[src/rtl/counter_mod100_if.sv]
// counter_mod100_if: carries the two redundant count outputs of counter_mod100
interface counter_mod100_if #(
  parameter int CNT_W = 7
);
  logic [CNT_W-1:0] o_cnt;
  logic [CNT_W-1:0] o_cnt_always;
  modport master (output o_cnt, output o_cnt_always);
  modport slave (input o_cnt, input o_cnt_always);
endinterface

[src/rtl/counter_mod100.sv]
// counter_mod100: free-running modulo-CNT_MAX counter built twice for cross-checking
module counter_mod100 #(
  parameter int CNT_MAX = 100,
  parameter int CNT_W = 7
) (
  input  logic              clk,
  input  logic              reset_n,
  counter_mod100_if.master  cnt_if
);
  localparam logic [CNT_W-1:0] LAST = CNT_W'(CNT_MAX - 1);
  logic [CNT_W-1:0] cnt_q, cnt_d, cnt_always_q;
  // >= rather than == so an out-of-range value recovers on the next edge
  assign cnt_d = (cnt_q >= LAST) ? '0 : cnt_q + CNT_W'(1);
  always_ff @(posedge clk or posedge reset_n)
    if (reset_n) cnt_q <= '0;
    else cnt_q <= cnt_d;
  always_ff @(posedge clk or posedge reset_n)
    if (reset_n) cnt_always_q <= '0;
    else cnt_always_q <= (cnt_always_q >= LAST) ? '0 : cnt_always_q + CNT_W'(1);
  assign cnt_if.o_cnt = cnt_q;
  assign cnt_if.o_cnt_always = cnt_always_q;
endmodule

[src/flat_wrapper.sv]
// flat-port wrapper written by rule: the top's interface ports become plain ports
module counter_mod100_flat 
#(
  parameter int CNT_MAX = 100,
  parameter int CNT_W = 7
)
  (clk, reset_n, cnt_if_o_cnt, cnt_if_o_cnt_always);
  counter_mod100_if #(.CNT_W(CNT_W)) cnt_if_i ();
  input  logic clk;
  input  logic reset_n;
  output wire logic [$bits(cnt_if_i.o_cnt)-1:0] cnt_if_o_cnt;
  output wire logic [$bits(cnt_if_i.o_cnt_always)-1:0] cnt_if_o_cnt_always;
  assign cnt_if_o_cnt = cnt_if_i.o_cnt;
  assign cnt_if_o_cnt_always = cnt_if_i.o_cnt_always;
  counter_mod100 #(.CNT_MAX(CNT_MAX), .CNT_W(CNT_W)) u_core (.clk(clk), .reset_n(reset_n), .cnt_if(cnt_if_i));
endmodule
[config.mk]
export PLATFORM = sky130hd
export DESIGN_NAME = counter_mod100_flat
export DESIGN_NICKNAME = d
export VERILOG_FILES = /design/src/rtl/counter_mod100_if.sv /design/src/rtl/counter_mod100.sv /design/src/flat_wrapper.sv
export SDC_FILE = /design/constraint.sdc
export NUM_CORES = 1
export LEC_CHECK = 0
export ABC_AREA = 1
export BUFFER_PORTS_ARGS = -buffer_cell sky130_fd_sc_hd__buf_2
export CORE_MARGIN = 4
export CORE_UTILIZATION = 30
export DETAILED_ROUTE_END_ITERATION = 16
export PLACE_DENSITY_LB_ADDON = 0.1
export SYNTH_ARGS = -nofsm -noshare
export SYNTH_HDL_FRONTEND = slang
export SYNTH_SLANG_ARGS = --single-unit
export TNS_END_PERCENT = 20
[constraint.sdc]
create_clock -name clk -period 1.15 [get_ports clk]
set_input_delay 0.0575 -clock clk [delete_from_list [all_inputs] [get_ports clk]]
set_output_delay 0.0575 -clock clk [all_outputs]
set_load 0.005 [all_outputs]
==> impl_metrics.toml <==
[power_and_ir_drop]
power_leakage_uw = 0.000551
clkPwrFrac_pct = 41.8
vdd_ir_drop_max_mv = 0.517
combinationalPowerShare_pct = 1.5
sequentialPowerShare_pct = 56.7
power.switching_fraction_pct = 20.7
power.net_switching_uw = 180
cellPowerDensity_mw_per_mm2 = 891
cellInternalPower_uw = 688
post-layout-total-power_uw = 867

[global_route]
top_usage_layer = "met2"
global_route_met3_utilization_pct = 1.84
grtUsageMet1_pct = 13.0
grt_pass1_vias = 586
grtUsageMet2_pct = 15.4
grt_usage_pct = 10.0
grt_first_pass_wirelength_um = 2520
grt_start_max_net_pins = 15
grt_overflow = 0
antenna_violations_before_repair = 0

[floorplan]
rows = 17
floorplan.die_area_sq_mm = 0.00318
starting_utilization_of_the_core_area_pct = 31.7
chipWidth_um = 56.4
core_region_area_sq_mm = 0.00221
ios = 16
die_height_um = 56.4

[place]
placement.io_buffers = 15
gpl.final_weighted_congestion = 0.736
dp_hpwl_um = 1070
dpl_cell_area_sq_um = 860
pre_cts_ws_ns = -0.0658

[synth]
synthDistinctLibCells = 14
syn-mean-instance-area_sq_um = 7.63
post_synth_instance_area_sq_um = 702
synth.net_count = 96
synth-main-ff-cell = "sky130_fd_sc_hd__dfrtp_1"
synth_seq_area_share_pct = 49.9
synth_top_cells_by_area = "sky130_fd_sc_hd__dfrtp_1 50%, sky130_fd_sc_hd__nand2_1 12%, sky130_fd_sc_hd__inv_1 11%, sky130_fd_sc_hd__nor2_1 7.5%, sky130_fd_sc_hd__nand3_1 5.7%"
number_of_warnings_reported_in_the_yosys_synthesis_log = 0
synth-edff-count = 0
synth_seq_cells = 14
postSynthCellCount = 92
netlist.area_leader.share_pct = 49.9
synthArstFlopShare_pct = 100
synthDominantAreaCellType = "sky130_fd_sc_hd__dfrtp_1"

[clock_tree]
clock_insertion_delay_worst_skew_ns = 0.28
htreeDepth = 1
tritoncts_num_sinks = 14
cts_clk_pin_slew_worst_paths_ns = 0.09
cts_tree = "built"
cts-root-buf = "sky130_fd_sc_hd__clkbuf_4"
cts_inserted_buffers = 3
cts_max_path_buffers = 2

[worst_setup_path]
critical_path.max_fanout = 5
end_kind = "flop"
worst_reg_to_reg_path_cell_count = 6
worstPathArrival_ns = 1.33
timing.critical_path.required_ns = 1.37
setup.worst_path.start = "u_core.cnt_if.o_cnt_always[0]$_DFF_PP0_"
crit_type = "flop to flop"
cp-start-kind = "flop"
rr_startpoint = "u_core.cnt_if.o_cnt_always[0]$_DFF_PP0_"

[drt]
dr.pass1.iters = 2
drc_errors = 0
post_drt_via_cell_ratio = 4.29
num_vias = 630
route.detailed.wl_per_inst_um = 10.1
drt_iter0_drcs = 4
drt-total-wl_um = 1480
antenna_left = 0

[timing]
fin_skew_ns = 0.00109
worst-slew-pin-transition_ns = 0.527
slew_headroom_pct = 64.8
final_max_slew_viol_count = 0
final.setup.worst_slack_ns = 0.0329
number_of_setup_violations_in_the_final_report = 0
fin_hold_ws_ns = 0.343
finalCriticalPeriod_ns = 1.12
finalHoldViolations = 0
fmax_ghz = 0.895
layout_worst_path_cycle_share_pct = 97.1
rsz0062_at_grt = "yes"

[finish]
area_delta_synth_final_pct = 38.7
post-route-cell-area_sq_um = 973
final_nets = 124
layout_common_cells = "20 x sky130_fd_sc_hd__nand2_1, 19 x sky130_fd_sc_hd__inv_1, 14 x sky130_fd_sc_hd__buf_2, 14 x sky130_fd_sc_hd__dfrtp_1, 12 x sky130_fd_sc_hd__nor2_1"
layout.cells.most_common = "sky130_fd_sc_hd__nand2_1"
drive_gt1_share_pct = 32.8
antennaDiodeCount = 0

[outcome]
outcome = "finished clean"

[flow_run]
maxCapViolations = 0

[min_path]
holdCritPathClass = "input pin to async pin"
==> worst paths after layout <==
| kind | slack, ns | end |
|---|---|---|
| min in group clk | 0.56 | u_core.cnt_if.o_cnt_always[6]$_DFF_PP0_ |
| min | 0.34 | u_core.cnt_if.o_cnt[5]$_DFF_PP0_ |
| max | 0.03 | u_core.cnt_if.o_cnt_always[2]$_DFF_PP0_ |
| max reg2reg | 0.03 | u_core.cnt_if.o_cnt_always[2]$_DFF_PP0_ |
| max in group asynchronous | 0.46 | u_core.cnt_if.o_cnt[2]$_DFF_PP0_ |
| min reg2reg | 0.56 | u_core.cnt_if.o_cnt_always[6]$_DFF_PP0_ |
==> cell families after synthesis <==
group,Yosys count,share of synthesized area (%)
fa+ha+maj,2,3.56
buf+inv,21,11.2
flops,14,49.9
simple gates,47,27.6
compound gates,5,3.92
xor+xnor,3,3.74
==> synthesized netlist by cell type (2+ instances only) <==
| cell | count |
|---|---|
| sky130_fd_sc_hd__xnor2_1 | 2 |
| sky130_fd_sc_hd__dfrtp_1 | 14 |
| sky130_fd_sc_hd__nand3_1 | 8 |
| sky130_fd_sc_hd__o21ai_0 | 2 |
| sky130_fd_sc_hd__nor2_1 | 14 |
| sky130_fd_sc_hd__a21oi_1 | 2 |
| sky130_fd_sc_hd__ha_1 | 2 |
| sky130_fd_sc_hd__inv_1 | 21 |
| sky130_fd_sc_hd__nand2_1 | 22 |
==> power groups by stage <==
stage	clock, uW	sequential (uW)	combinational [uW]
after CTS	380	492	14.5
after detailed placement	0	502	12.0
after floorplan	0	502	7.47
after global routing	398	492	15.9
final	362	492	13.3
after global placement	0	502	12.2
==> cell type report <==
class                           count  area (sq um)
Clock buffer                        4          36.3
Fill cell                         248          1240
Inverter                           21          78.8
Multi-Input combinational cell     57           325
Sequential cell                    14           350
Tap cell                           28          35.0
Timing Repair Buffer               23           148
==> flip-flops by register name, indices dropped and copies added, names as in the netlist <==
register / count
u_core.cnt_if.o_cnt: 7
u_core.cnt_if.o_cnt_always: 7
==> what timing repair did <==
| item | in CTS | in global routing |
|---|---|---|
| hold endpoints to repair | 14 | 0 |
| gates resized for setup | 2 | 14 |
| setup buffers | 1 | 1 |
| pin swaps | 1 | 5 |
| hold buffers | 1 | 0 |
| setup endpoints to repair | 6 | 13 |
==> stage by stage <==
stage,TNS (ns),instances,utilization [%]
detailed placement,-0.172,141,38.9
floorplan,0,92,-
global placement,-0.302,141,38.9
finish,0,147,44.0
global route,-0.179,147,44.0
CTS,0,147,41.5
==> worst max-delay path: stages (launching register included) <==
cell and delay (ns):
sky130_fd_sc_hd__dfrtp_1 0.44, sky130_fd_sc_hd__ha_4 0.19, sky130_fd_sc_hd__nor2_2 0.08, sky130_fd_sc_hd__nand3_2 0.11
sky130_fd_sc_hd__nand3_4 0.11, sky130_fd_sc_hd__inv_2 0.04, sky130_fd_sc_hd__nor2_1 0.08
==> per-layer routing <==
metal / up-vias / wire length (um)
li1: 329 / -
met1: 291 / 720
met2: 8 / 691
met3: 2 / 53
met4: 0 / 17
met5: - / 0
(Power assumes the default switching activity.)
